==> config.mk <==
export PLATFORM = sky130hd
export DESIGN_NAME = multicycle_ctrl
export DESIGN_NICKNAME = d
export VERILOG_FILES = /design/src/rtl/multicycle_ctrl.sv
export SDC_FILE = /design/constraint.sdc
export NUM_CORES = 1
export LEC_CHECK = 0
export CAP_MARGIN = 10
export CORE_UTILIZATION = 51
export CTS_BUF_LIST = sky130_fd_sc_hd__clkbuf_4
export CTS_CLUSTER_DIAMETER = 60
export DETAILED_ROUTE_END_ITERATION = 8
export GPL_TIMING_DRIVEN = 0
export PLACE_DENSITY = 0.82
export SYNTH_ARGS = -nofsm -noshare
export SYNTH_HDL_FRONTEND = slang
export SYNTH_SLANG_ARGS = --single-unit
export TNS_END_PERCENT = 30
==> constraint.sdc <==
create_clock -name clock -period 2.6 [get_ports clock]
set_input_delay 0.52 -clock clock [delete_from_list [all_inputs] [get_ports clock]]
set_output_delay 0.52 -clock clock [all_outputs]
set_load 0.02 [all_outputs]
==> src/rtl/multicycle_ctrl.sv <==
// -----------------------------------------------------------------------------
// multicycle_ctrl
//
// Multi-cycle sequencer for the simple processor datapath. Each instruction
// is stepped through FETCH -> DECODE -> EXEC -> (MEM) -> (WB). The block only
// decides *when* the instruction register, PC, register file and data memory
// update. It also starts the iterative multiply/divide unit, bounds the wait
// for its result, and counts retired instructions.
//
// Parameters:
//   MD_TIMEOUT   maximum number of cycles spent in MD_WAIT before abort
//   CNT_W        width of the retired-instruction counter (wraps)
//
// Ports:
//   clock        rising-edge clock
//   reset        asynchronous, active-low reset
//   run          1 = keep fetching; sampled on the edge that enters FETCH
//   opcode       instruction bits [31:27] from the IR (valid from DECODE on)
//   aluop        instruction bits [6:2] from the IR (valid from DECODE on)
//   md_ready     multiply/divide result valid (single-cycle pulse)
//   md_exception multiply/divide exception, qualified by md_ready
//   ir_we        latch the instruction register
//   pc_we        commit the next PC (exactly one pulse per instruction)
//   rf_we        register-file write
//   dm_we        data-memory write
//   ctrl_mult    one-cycle multiply start pulse
//   ctrl_div     one-cycle divide start pulse
//   md_exc       sticky multiply/divide exception or timeout flag
//   state        current state code (FETCH=0 ... MD_WAIT=5)
//   instr_count  number of retired instructions, modulo 2^CNT_W
//
// All outputs come straight from flops. Every enable is computed for the
// state being entered, so it is high for exactly the cycle spent in that
// state and is cleared immediately by reset.
// -----------------------------------------------------------------------------
module multicycle_ctrl #(
  parameter int MD_TIMEOUT = 40,
  parameter int CNT_W      = 32
) (
  input  logic             clock,
  input  logic             reset,
  input  logic             run,
  input  logic [4:0]       opcode,
  input  logic [4:0]       aluop,
  input  logic             md_ready,
  input  logic             md_exception,
  output logic             ir_we,
  output logic             pc_we,
  output logic             rf_we,
  output logic             dm_we,
  output logic             ctrl_mult,
  output logic             ctrl_div,
  output logic             md_exc,
  output logic [2:0]       state,
  output logic [CNT_W-1:0] instr_count
);

  typedef enum logic [2:0] {
    ST_FETCH   = 3'd0,
    ST_DECODE  = 3'd1,
    ST_EXEC    = 3'd2,
    ST_MEM     = 3'd3,
    ST_WB      = 3'd4,
    ST_MD_WAIT = 3'd5
  } state_t;

  // Opcode map
  localparam logic [4:0] OP_RTYPE = 5'b00000;
  localparam logic [4:0] OP_J     = 5'b00001;
  localparam logic [4:0] OP_BNE   = 5'b00010;
  localparam logic [4:0] OP_JAL   = 5'b00011;
  localparam logic [4:0] OP_JR    = 5'b00100;
  localparam logic [4:0] OP_ADDI  = 5'b00101;
  localparam logic [4:0] OP_BLT   = 5'b00110;
  localparam logic [4:0] OP_SW    = 5'b00111;
  localparam logic [4:0] OP_LW    = 5'b01000;
  localparam logic [4:0] ALU_MUL  = 5'b00110;
  localparam logic [4:0] ALU_DIV  = 5'b00111;

  // The wait counter only has to reach MD_TIMEOUT-1.
  localparam int WAIT_W = (MD_TIMEOUT > 1) ? $clog2(MD_TIMEOUT) : 1;
  localparam logic [WAIT_W-1:0] WAIT_LAST = WAIT_W'(MD_TIMEOUT - 1);

  // ---------------------------------------------------------------------------
  // Instruction class decode (from the IR-held opcode/aluop)
  // ---------------------------------------------------------------------------
  logic is_rtype;
  logic is_mul;
  logic is_div;
  logic is_alu;
  logic is_lw;
  logic is_sw;
  logic is_branch;
  logic is_jal;
  logic is_nop;

  always_comb begin
    is_rtype  = (opcode == OP_RTYPE);
    is_mul    = is_rtype && (aluop == ALU_MUL);
    is_div    = is_rtype && (aluop == ALU_DIV);
    is_alu    = (is_rtype && !is_mul && !is_div) || (opcode == OP_ADDI);
    is_lw     = (opcode == OP_LW);
    is_sw     = (opcode == OP_SW);
    is_branch = (opcode == OP_J) || (opcode == OP_BNE) ||
                (opcode == OP_JR) || (opcode == OP_BLT);
    is_jal    = (opcode == OP_JAL);
    is_nop    = !is_rtype && !is_alu && !is_lw && !is_sw &&
                !is_branch && !is_jal;
  end

  // ---------------------------------------------------------------------------
  // State and output registers
  // ---------------------------------------------------------------------------
  state_t             state_q, state_d;
  logic [WAIT_W-1:0]  wait_q, wait_d;
  logic [CNT_W-1:0]   count_q, count_d;
  logic               md_exc_q, md_exc_d;
  logic               ir_we_q, ir_we_d;
  logic               pc_we_q, pc_we_d;
  logic               rf_we_q, rf_we_d;
  logic               dm_we_q, dm_we_d;
  logic               mult_q, mult_d;
  logic               div_q, div_d;
  logic               retire;

  always_comb begin
    state_d  = state_q;
    wait_d   = '0;
    md_exc_d = md_exc_q;
    retire   = 1'b0;

    // ---- next state ----
    case (state_q)
      ST_FETCH: begin
        // ir_we_q high means the instruction is being latched this cycle.
        if (ir_we_q) begin
          state_d = ST_DECODE;
        end
      end

      ST_DECODE: begin
        state_d = ST_EXEC;
      end

      ST_EXEC: begin
        if (is_alu) begin
          state_d = ST_WB;
        end else if (is_mul || is_div) begin
          state_d = ST_MD_WAIT;
        end else if (is_lw || is_sw) begin
          state_d = ST_MEM;
        end else begin
          // branches, jumps, jal and NOPs complete here
          state_d = ST_FETCH;
          retire  = 1'b1;
        end
      end

      ST_MEM: begin
        if (is_lw) begin
          state_d = ST_WB;
        end else begin
          state_d = ST_FETCH;
          retire  = 1'b1;
        end
      end

      ST_WB: begin
        state_d = ST_FETCH;
        retire  = 1'b1;
      end

      ST_MD_WAIT: begin
        // A result on the final wait cycle still wins over the timeout.
        if (md_ready) begin
          state_d = ST_WB;
          if (md_exception) begin
            md_exc_d = 1'b1;
          end
        end else if (wait_q == WAIT_LAST) begin
          state_d  = ST_FETCH;
          md_exc_d = 1'b1;
          retire   = 1'b1;
        end else begin
          wait_d = wait_q + 1'b1;
        end
      end

      default: begin
        // unreachable codes 6 and 7 fall back to FETCH without retiring
        state_d = ST_FETCH;
      end
    endcase

    count_d = retire ? (count_q + 1'b1) : count_q;

    // ---- enables for the state being entered ----
    ir_we_d = 1'b0;
    pc_we_d = 1'b0;
    rf_we_d = 1'b0;
    dm_we_d = 1'b0;
    mult_d  = 1'b0;
    div_d   = 1'b0;

    case (state_d)
      ST_FETCH: begin
        ir_we_d = run;
      end

      ST_EXEC: begin
        mult_d  = is_mul;
        div_d   = is_div;
        pc_we_d = is_branch || is_jal || is_nop;
        rf_we_d = is_jal;
      end

      ST_MEM: begin
        dm_we_d = is_sw;
        pc_we_d = is_sw;
      end

      ST_WB: begin
        rf_we_d = 1'b1;
        // If the PC was already committed on the timeout cycle (result
        // arrived on that same cycle), do not commit it a second time.
        pc_we_d = !((state_q == ST_MD_WAIT) && pc_we_q);
      end

      ST_MD_WAIT: begin
        // The last permitted wait cycle commits the PC for the abort path.
        pc_we_d = (wait_d == WAIT_LAST);
      end

      default: begin
      end
    endcase
  end

  always_ff @(posedge clock or negedge reset) begin
    if (!reset) begin
      state_q  <= ST_FETCH;
      wait_q   <= '0;
      count_q  <= '0;
      md_exc_q <= 1'b0;
      ir_we_q  <= 1'b0;
      pc_we_q  <= 1'b0;
      rf_we_q  <= 1'b0;
      dm_we_q  <= 1'b0;
      mult_q   <= 1'b0;
      div_q    <= 1'b0;
    end else begin
      state_q  <= state_d;
      wait_q   <= wait_d;
      count_q  <= count_d;
      md_exc_q <= md_exc_d;
      ir_we_q  <= ir_we_d;
      pc_we_q  <= pc_we_d;
      rf_we_q  <= rf_we_d;
      dm_we_q  <= dm_we_d;
      mult_q   <= mult_d;
      div_q    <= div_d;
    end
  end

  assign state       = state_q;
  assign instr_count = count_q;
  assign md_exc      = md_exc_q;
  assign ir_we       = ir_we_q;
  assign pc_we       = pc_we_q;
  assign rf_we       = rf_we_q;
  assign dm_we       = dm_we_q;
  assign ctrl_mult   = mult_q;
  assign ctrl_div    = div_q;

endmodule
==> metrics.cfg <==
[synth]
synth_ff_type=dfrtp_1
synth-seq-cells=48
synth.distinct_cells=52
async_reset_ff_share_pct=100.0
syn_nets=245
synth_warnings=0
netlist_instances=228
synth_edf_count=0
syn_avg_cell_area_um2=10.53
ys_seq_area_share_pct=50.05
synth_area_um2=2400

[power_and_ir_drop]
p_total_mw=2.022
max-vdd-ir-drop_mv=0.4417
leakagePower_nw=1.397
power_density_nw_per_um2=646.2

[floorplan]
die_area_um2=4984
core_um2=4444
die_w_um=70.60
io_pins=57
initial_core_util_pct=54.00
row_count=24
die_y_um=70.60

[routing]
wl_met3_um=186
drt_iter0_drc=86
vias_per_cell=5.599
first_pass_iters=7
drc=10
ant_nets=0
route.met2.wl_mm=2.567
finalWirelength_mm=4.988
wire_per_inst_um=14.50
wl_met1_mm=2.179
top_layer=met4
dr_total_vias=1926

[timing]
maxSlewHeadroom_pct=66.59
rsz0062_at_grt=false
fin_crit_ps=2484
skew_ps=6.642
fmax_mhz=402.5
worst_slack_ps=115.7
setup_viol=0
final_hold_viol_count=0
maxSlewViolCount=0
worstMarginPinSlew_ps=500.1
post-route-period-util_pct=95.55

[grt]
first_global_vias=1898
grt_first_pass_wirelength_mm=8.459
grt_max_degree=36
gr-total-overflow=0
grt_antenna_before_repair=0
grtUsageTotal_pct=21.57

[placement]
io_buffers=55
dp_hpwl_mm=3.761
pre_cts_slack_ps=-365.6
globalplace.congestion=0.8108
post_dp_cell_area_um2=3030

[worst_setup_path]
start_kind=input pin
crit_family=simple AND/OR/NAND/NOR gates
worstPathArrival_ps=2740
path_buf_inv=2
critPathCaptureType=flip-flop
cpMaxStageDelayCell=or4b_4
cp_cell_sequence=clkdlybuf4s50_1 > or4b_4 > a21oi_2 > a211oi_4 > nor2_4 > buf_4 > mux2_1
critPathRequiredTime_ps=2860
critical_path_class=in -> reg
cpPeakStageDelay_ps=620
crit_fanout=10

[cells_and_area]
flow.area_growth_from_synthesis_pct=30.40
layout_common_cells=clkdlybuf4s50_1, dfrtp_1, nor2_1, xor2_1, nand3_1
fillers=352
final_common_cell=clkdlybuf4s50_1
final_area_um2=3129
final_layout_size_suffix_gt1_share_pct=10.27
regArea_um2=1201
nNetsFinal=308
insertedDiodeCount=0
multiInputGateArea_um2=1155

[cts]
cts_buffers=5
cts_tree=done
clockBufferDepth=2
cts_sinks=48
root_buffer=clkbuf_4
insertion_delay_ps=360
hold_buffers=0
cts-htree-levels=2
clk_pin_slew_ps=130

[flow_run]
drv_cap=0

[min_path]
hold_class=in -> async

[run_status]
violations=DRC
status=finished with violations

## worst register-to-register path, stage by stage (launching register included)
cell	delay [ps]
dfrtp_1	420
ha_1	220
nand3_1	90
or4_4	440
a211oi_4	390
o211ai_2	160
buf_6	180
nor4_4	250
xor2_1	170
## registers in the layout (all words and copies together) (netlist names)
register,flops
dm_we,1
wait_q,6
ctrl_div,1
pc_we,1
ir_we,1
md_exc,1
state,3
instr_count,32
ctrl_mult,1
rf_we,1
## cells by family (layout without fill, tap and decap cells)
group           count (synthesis)  in the layout  share of synthesized area [%]
mux                             1              1                         0.4692
compound gates                 24             24                          7.561
flops                          48             48                          50.05
buf+inv                        13             77                          2.503
fa+ha+maj                       2              2                          1.043
xor+xnor                       35             35                          12.77
simple gates                  105            105                          25.60
## worst paths after layout
path | from | endpoint | slack [ps] | depth (start not counted)
setup / recovery | opcode[0] | instr_count[1]$_DFFE_PN0P_ | 120 | 7
hold / removal | reset | instr_count[10]$_DFFE_PN0P_ | 30 | 1
setup reg to reg | wait_q[0]$_DFF_PN0_ | instr_count[30]$_DFFE_PN0P_ | 220 | 8
hold reg to reg | instr_count[21]$_DFFE_PN0P_ | instr_count[21]$_DFFE_PN0P_ | 500 | 1
max in group asynchronous | reset | wait_q[5]$_DFF_PN0_ | 2090 | 2
min in group clock | instr_count[21]$_DFFE_PN0P_ | instr_count[21]$_DFFE_PN0P_ | 500 | 1
## metal layers
metal / up-vias / track usage (%)
li1: 933 / -
met1: 943 / 26.65
met2: 44 / 38.08
met3: 6 / 4.416
met4: 0 / 7.111
met5: - / 0
## synth_stat cells, types with 4 or more instances
master    n  area (um^2)
nor3_1   13        65.06
dfrtp_1  48         1201
o21ai_0   4        20.02
xnor2_1  14        122.6
nand3_1  16        80.08
nand2_1  15        56.30
nor2_1   22        82.58
inv_1     9        33.78
a21oi_1   5        25.02
and3_1    4        25.02
or3_1     4        25.02
nor4_1    6        37.54
xor2_1   21        183.9
## power by group
group / switching [mW] / internal (mW)
Clock: 0.231 / 0.212
Sequential: 0.0984 / 0.823
Combinational: 0.368 / 0.288
## final cells by class
| class | instances | share of cell area (%) |
|---|---|---|
| Clock buffer | 6 | 1.439 |
| Multi-Input combinational cell | 167 | 36.91 |
| Sequential cell | 48 | 38.38 |
| Tap cell | 52 | 2.079 |
| Inverter | 9 | 1.080 |
| Timing Repair Buffer | 56 | 18.15 |
| Clock inverter | 2 | 1.120 |
| Buffer | 4 | 0.8397 |
## metrics by stage
step	hold slack (ps)	utilization, %	cells	setup TNS [ps]
finish	31.48	70.41	344	0
global route	30.43	70.41	344	0
CTS	22.86	69.99	344	0
detailed placement	432.6	68.19	336	-5942
global placement	464.3	67.85	335	-19620
floorplan	224.4	-	228	0
## timing repair
action	4_1_cts	5_1_grt
setup endpoints to repair	0	8
gates resized for setup	0	5
buffers inserted	0	0
(Power assumes the default switching activity.)
